<file path="config.mk">
export PLATFORM = sky130hd
export DESIGN_NAME = param_shift_bank
export DESIGN_NICKNAME = d
export VERILOG_FILES = /design/src/rtl/param_shift_bank_pkg.sv /design/src/rtl/param_shift_bank_step.sv /design/src/rtl/param_shift_bank.sv
export SDC_FILE = /design/constraint.sdc
export NUM_CORES = 1
export LEC_CHECK = 0
export ABC_AREA = 1
export CORE_ASPECT_RATIO = 0.8
export CORE_MARGIN = 4
export CORE_UTILIZATION = 49
export CTS_BUF_LIST = sky130_fd_sc_hd__clkbuf_2
export DETAILED_ROUTE_END_ITERATION = 16
export MAX_ROUTING_LAYER = met4
export PLACE_DENSITY = 0.82
export REMOVE_ABC_BUFFERS = 1
export SYNTH_ARGS = -nofsm -noshare
export SYNTH_HDL_FRONTEND = slang
export SYNTH_SLANG_ARGS = --single-unit
</file>
<file path="constraint.sdc">
create_clock -name Clk -period 2.26 [get_ports Clk]
set_input_delay 0.678 -clock Clk [delete_from_list [all_inputs] [get_ports Clk]]
set_output_delay 0.678 -clock Clk [all_outputs]
set_load 0.01 [all_outputs]
</file>
<file path="src/rtl/param_shift_bank_pkg.sv">
// Shared encodings for the parametrised shift bank.
// Mode codes, FSM states and a burst-mode helper.
package param_shift_bank_pkg;

  localparam logic [2:0] MODE_HOLD  = 3'b000;
  localparam logic [2:0] MODE_SHL   = 3'b001;
  localparam logic [2:0] MODE_SHR   = 3'b010;
  localparam logic [2:0] MODE_ROL   = 3'b011;
  localparam logic [2:0] MODE_ROR   = 3'b100;
  localparam logic [2:0] MODE_LOAD  = 3'b101;
  localparam logic [2:0] MODE_CLEAR = 3'b110;

  typedef enum logic {
    ST_IDLE = 1'b0,
    ST_RUN  = 1'b1
  } state_e;

  function automatic logic is_burst(input logic [2:0] m);
    return (m == MODE_SHL) || (m == MODE_SHR) ||
           (m == MODE_ROL) || (m == MODE_ROR);
  endfunction

endpackage

</file>
<file path="src/rtl/param_shift_bank_step.sv">
// Combinational next-slot computation for one bank step.
// Slot k lives at bits [k*WIDTH +: WIDTH]; slot 0 is the LSB end.
module shift_step_unit
  import param_shift_bank_pkg::*;
#(
  parameter int WIDTH = 4,
  parameter int DEPTH = 8
) (
  input  logic [2:0]             op,
  input  logic [WIDTH*DEPTH-1:0] slots,
  input  logic [WIDTH-1:0]       din,
  input  logic [WIDTH*DEPTH-1:0] load_data,
  output logic [WIDTH*DEPTH-1:0] nxt
);

  localparam int TOP = WIDTH*DEPTH;
  localparam int LOW = WIDTH*(DEPTH-1);

  always_comb begin
    nxt = slots;
    case (op)
      MODE_SHL:   nxt = {slots[LOW-1:0], din};
      MODE_SHR:   nxt = {din, slots[TOP-1:WIDTH]};
      MODE_ROL:   nxt = {slots[LOW-1:0], slots[TOP-1 -: WIDTH]};
      MODE_ROR:   nxt = {slots[WIDTH-1:0], slots[TOP-1:WIDTH]};
      MODE_LOAD:  nxt = load_data;
      MODE_CLEAR: nxt = '0;
      default:    nxt = slots;
    endcase
  end

endmodule

</file>
<file path="src/rtl/param_shift_bank.sv">
// DEPTH x WIDTH register bank with mode-driven steps
// and a counted burst engine with Busy/Done handshake.
module param_shift_bank
  import param_shift_bank_pkg::*;
#(
  parameter int WIDTH = 4,
  parameter int DEPTH = 8,
  parameter int CNT_W = 8
) (
  input  logic                   Clk,
  input  logic                   Rst_n,
  input  logic                   En,
  input  logic [2:0]             Mode,
  input  logic [WIDTH-1:0]       Din,
  input  logic [WIDTH*DEPTH-1:0] Load_data,
  input  logic                   Start,
  input  logic [CNT_W-1:0]       Count,
  output logic [WIDTH*DEPTH-1:0] Dout,
  output logic [WIDTH-1:0]       Sout_l,
  output logic [WIDTH-1:0]       Sout_r,
  output logic                   Busy,
  output logic                   Done
);

  state_e                 state, state_n;
  logic [CNT_W-1:0]       remaining, rem_n;
  logic [2:0]             lat_mode, lat_n;
  logic                   done_n;
  logic [2:0]             op;
  logic [WIDTH*DEPTH-1:0] slots, slots_n;

  shift_step_unit #(
    .WIDTH (WIDTH),
    .DEPTH (DEPTH)
  ) u_step (
    .op        (op),
    .slots     (slots),
    .din       (Din),
    .load_data (Load_data),
    .nxt       (slots_n)
  );

  always_comb begin
    state_n = state;
    rem_n   = remaining;
    lat_n   = lat_mode;
    done_n  = 1'b0;
    op      = MODE_HOLD;
    if (En) begin
      unique case (state)
        ST_IDLE: begin
          if (Start && is_burst(Mode)) begin
            if (Count != '0) begin
              state_n = ST_RUN;
              rem_n   = Count;
              lat_n   = Mode;
            end else begin
              done_n = 1'b1;
            end
          end else begin
            op = Mode;
          end
        end
        ST_RUN: begin
          // CLEAR is the only input honoured mid-burst: abort silently
          if (Mode == MODE_CLEAR) begin
            op      = MODE_CLEAR;
            state_n = ST_IDLE;
            rem_n   = '0;
          end else begin
            op    = lat_mode;
            rem_n = remaining - 1'b1;
            if (remaining == CNT_W'(1)) begin
              state_n = ST_IDLE;
              done_n  = 1'b1;
            end
          end
        end
        default: state_n = ST_IDLE;
      endcase
    end
  end

  always_ff @(posedge Clk or negedge Rst_n) begin
    if (!Rst_n) begin
      state     <= ST_IDLE;
      remaining <= '0;
      lat_mode  <= MODE_HOLD;
      slots     <= '0;
      Done      <= 1'b0;
    end else begin
      state     <= state_n;
      remaining <= rem_n;
      lat_mode  <= lat_n;
      slots     <= slots_n;
      Done      <= done_n;
    end
  end

  assign Dout   = slots;
  assign Sout_l = slots[WIDTH*DEPTH-1 -: WIDTH];
  assign Sout_r = slots[WIDTH-1:0];
  assign Busy   = (state == ST_RUN);

endmodule

</file>
==> metrics.txt <==
CTS tree yes; Gate Count Post-Synth 489; Root Buffer clkbuf_2; fin crit period 2.16 ns; ys flop type dfrtp_1; crit-path cells clkdlybuf4s50_1; initial antenna violation count 0; Relative slew margins 0.660; crit path launch type flop; overall die width 97.9 um; detailed placer's ending HPWL 7180 um; clk sinks 45; crit-path leading delay family buffers and inverters; GR Util met2 0.425; DRC viols 0; worst path bufs/invs 1; GRT overflow 0; # diodes 0; RSZ-0062 raised after global routing no; RePlAce Congestion 0.878; Hold Buf Count CTS 0; Vias 3563; Die Y-Extent 79.9 um; grt met1 use 0.348; ANT nets after route 0; placed inst area 4300 um2; Cell Pwr Density 1360 nW/um2; sequential area share after synthesis 0.355; Synth cell types 35; slowest cell on the critical path clkdlybuf4s50_1; Min-Delay Path Class in -> async; CP required 1.58 ns; Area Growth Syn to Fin 39.0%; setup TNS 0 ns; Fin. Hold Viols 0; Worst-Margin Slew 0.511 ns; Starting Density 0.520; Post-Layout Inst Area 4410 um2; Worst Skew 0.0263 ns; clock-pin slew on the worst setup and hold paths 0.24 ns; FF-to-FF Start Busy; Layout Nets 651; first-pass GRT wire length 16300 um; final WL 9590 um; area of the core 6100 um2; die area 7830 um2; run status complete, no violations; # IOs 93; synth warn 0; H-tree levels 2; setup violators final 0; num rows 25; kind of critical path reg -> out; Leak 2.20 nW; largest buffer count on any clock path 2; EDFF count, synth 0; Mean Syn Cell Area 6.48 um2; I/O Buffers 92; routed vias/inst 5.24; total chip power 0.00600 W; post-synth top area share 0.355; reg2reg path depth 11; Fill cells 507; dominant cell type by area after synthesis dfrtp_1; share of cells above drive strength 1 0.132; TritonCTS buffer count 5; Tcrit/Tclk final 0.955; Final Util 0.722; Worst EP arrival 1.48 ns; ranking of synthesized cells by area dfrtp_1 36%, nand2_1 20%, nor2_1 11%; Total GRT Usage 0.261; Max Clock Freq 464 MHz; Crit path largest cell delay 0.58 ns; Seq cells post-synth 45; M3 GR Usage 0.0402; First-pass DRT Iterations 5; maximum vdd drop 0.787 mV; r2r setup slk 0.31 ns; crit path max fanout 5; wire length per cell 14.1 um; Pins Over Slew Limit 0; Initial DRC Count 248; GR peak layer met2; Max-Cap Viols 0; pin count of the biggest net entering global routing 29; area of the mapped netlist 3170 um2; async set-reset flop share out of synthesis 1.00; Worst Setup End Kind output pin; clock latency on the worst-skew pair 0.41 ns; r2r endpoint Dout[1]; number of global-route vias before repair 3386
==> sequential cells by signal, indices dropped and copies added, names as in the netlist <==
name and cells:
Dout 32, remaining 8, lat_mode 3, Busy 1, Done 1
==> placed cells by master, fill, tap and decap left out, types with 2 or more instances in the layout <==
master and instances:
clkbuf_2 6, dfrtp_1 40, nand2_4 4, nor2_2 2
clkinv_2 3, nand2_2 5, a21oi_1 3, dfrtp_2 5
nor3_1 2, o21ai_0 14, nand4_1 13, buf_12 3
nand2_1 170, inv_1 28, ha_1 2, nand3_1 50
inv_2 7, buf_4 35, nand3_2 3, nor2_1 94
clkdlybuf4s50_1 88, xor2_1 2, o22ai_1 2, dlygate4sd2_1 2
==> power by group <==
part / internal [W] / switching (W) / leakage (nW)
Sequential: 0.00121 / 0.000435 / 0.517
Combinational: 0.00188 / 0.00213 / 1.66
Clock: 0.0000778 / 0.000266 / 0.0327
==> worst max-delay path by stage <==
stage	slack, ns	cells after the start	start	end
finish	0.10	1	Dout[29]	Dout[29]
global route	0.002	1	Dout[29]	Sout_l[1]
CTS	0.005	15	Mode[2]	Dout[2]
detailed placement	-0.48	15	Mode[1]	Dout[4]
global placement	-0.42	15	Mode[1]	Dout[17]
floorplan	-0.43	12	Mode[1]	Dout[0]
==> area by class of cell <==
| cell class | count | area [um2] | share of cell area |
|---|---|---|---|
| Clock inverter | 2 | 10.0 | 0.00227 |
| Multi-Input combinational cell | 379 | 1720 | 0.391 |
| Tap cell | 81 | 101 | 0.0230 |
| Timing Repair Buffer | 131 | 1270 | 0.289 |
| Inverter | 36 | 136 | 0.0310 |
| Sequential cell | 45 | 1130 | 0.257 |
| Clock buffer | 6 | 30.0 | 0.00682 |
==> synth_stat cells (2+ instances only) <==
cell type,n
nand2_2,5
nor2_2,2
buf_6,4
inv_1,28
nor3_1,2
nand2_1,171
nand3_2,4
nand3_1,50
inv_2,7
buf_2,9
buf_4,13
nand4_1,13
nand2_4,3
a21oi_1,3
ha_1,2
xor2_1,2
o21ai_0,14
buf_1,2
o22ai_1,2
nor2_1,94
dfrtp_1,45
==> stage by stage <==
stage	hold WS, ns	instances	setup WS, ns
after floorplan	0.382	460	-0.431
after global placement	0.474	670	-0.418
after detailed placement	0.483	670	-0.477
after CTS	0.194	679	0.00526
after global routing	0.168	680	0.00222
final	0.187	680	0.103
==> cell families after synthesis <==
logic type / count (synthesis) / share of synthesized area
adders and majority gates: 2 / 0.00789
AOI/OAI and AO/OA: 26 / 0.0501
buffers and inverters: 65 / 0.106
xor gates and xnor gates: 3 / 0.00829
and+or+nand+nor: 348 / 0.473
DFF: 45 / 0.355
==> layer usage <==
| metal | share of wire | vias to the layer above |
|---|---|---|
| met3 | 0.079 | 9 |
| li1 | - | 1751 |
| met5 | 0 | - |
| met2 | 0.47 | 172 |
| met4 | 0.0081 | 0 |
| met1 | 0.45 | 1631 |
==> repair_timing <==
| item | in CTS | in global routing |
|---|---|---|
| gates cloned | 1 | 0 |
| gates resized for setup | 5 | 6 |
| setup endpoints to repair | 9 | 37 |
| pin swaps | 0 | 1 |
| buffers inserted | 0 | 1 |
Note: power is estimated with default switching activity, not from simulation.
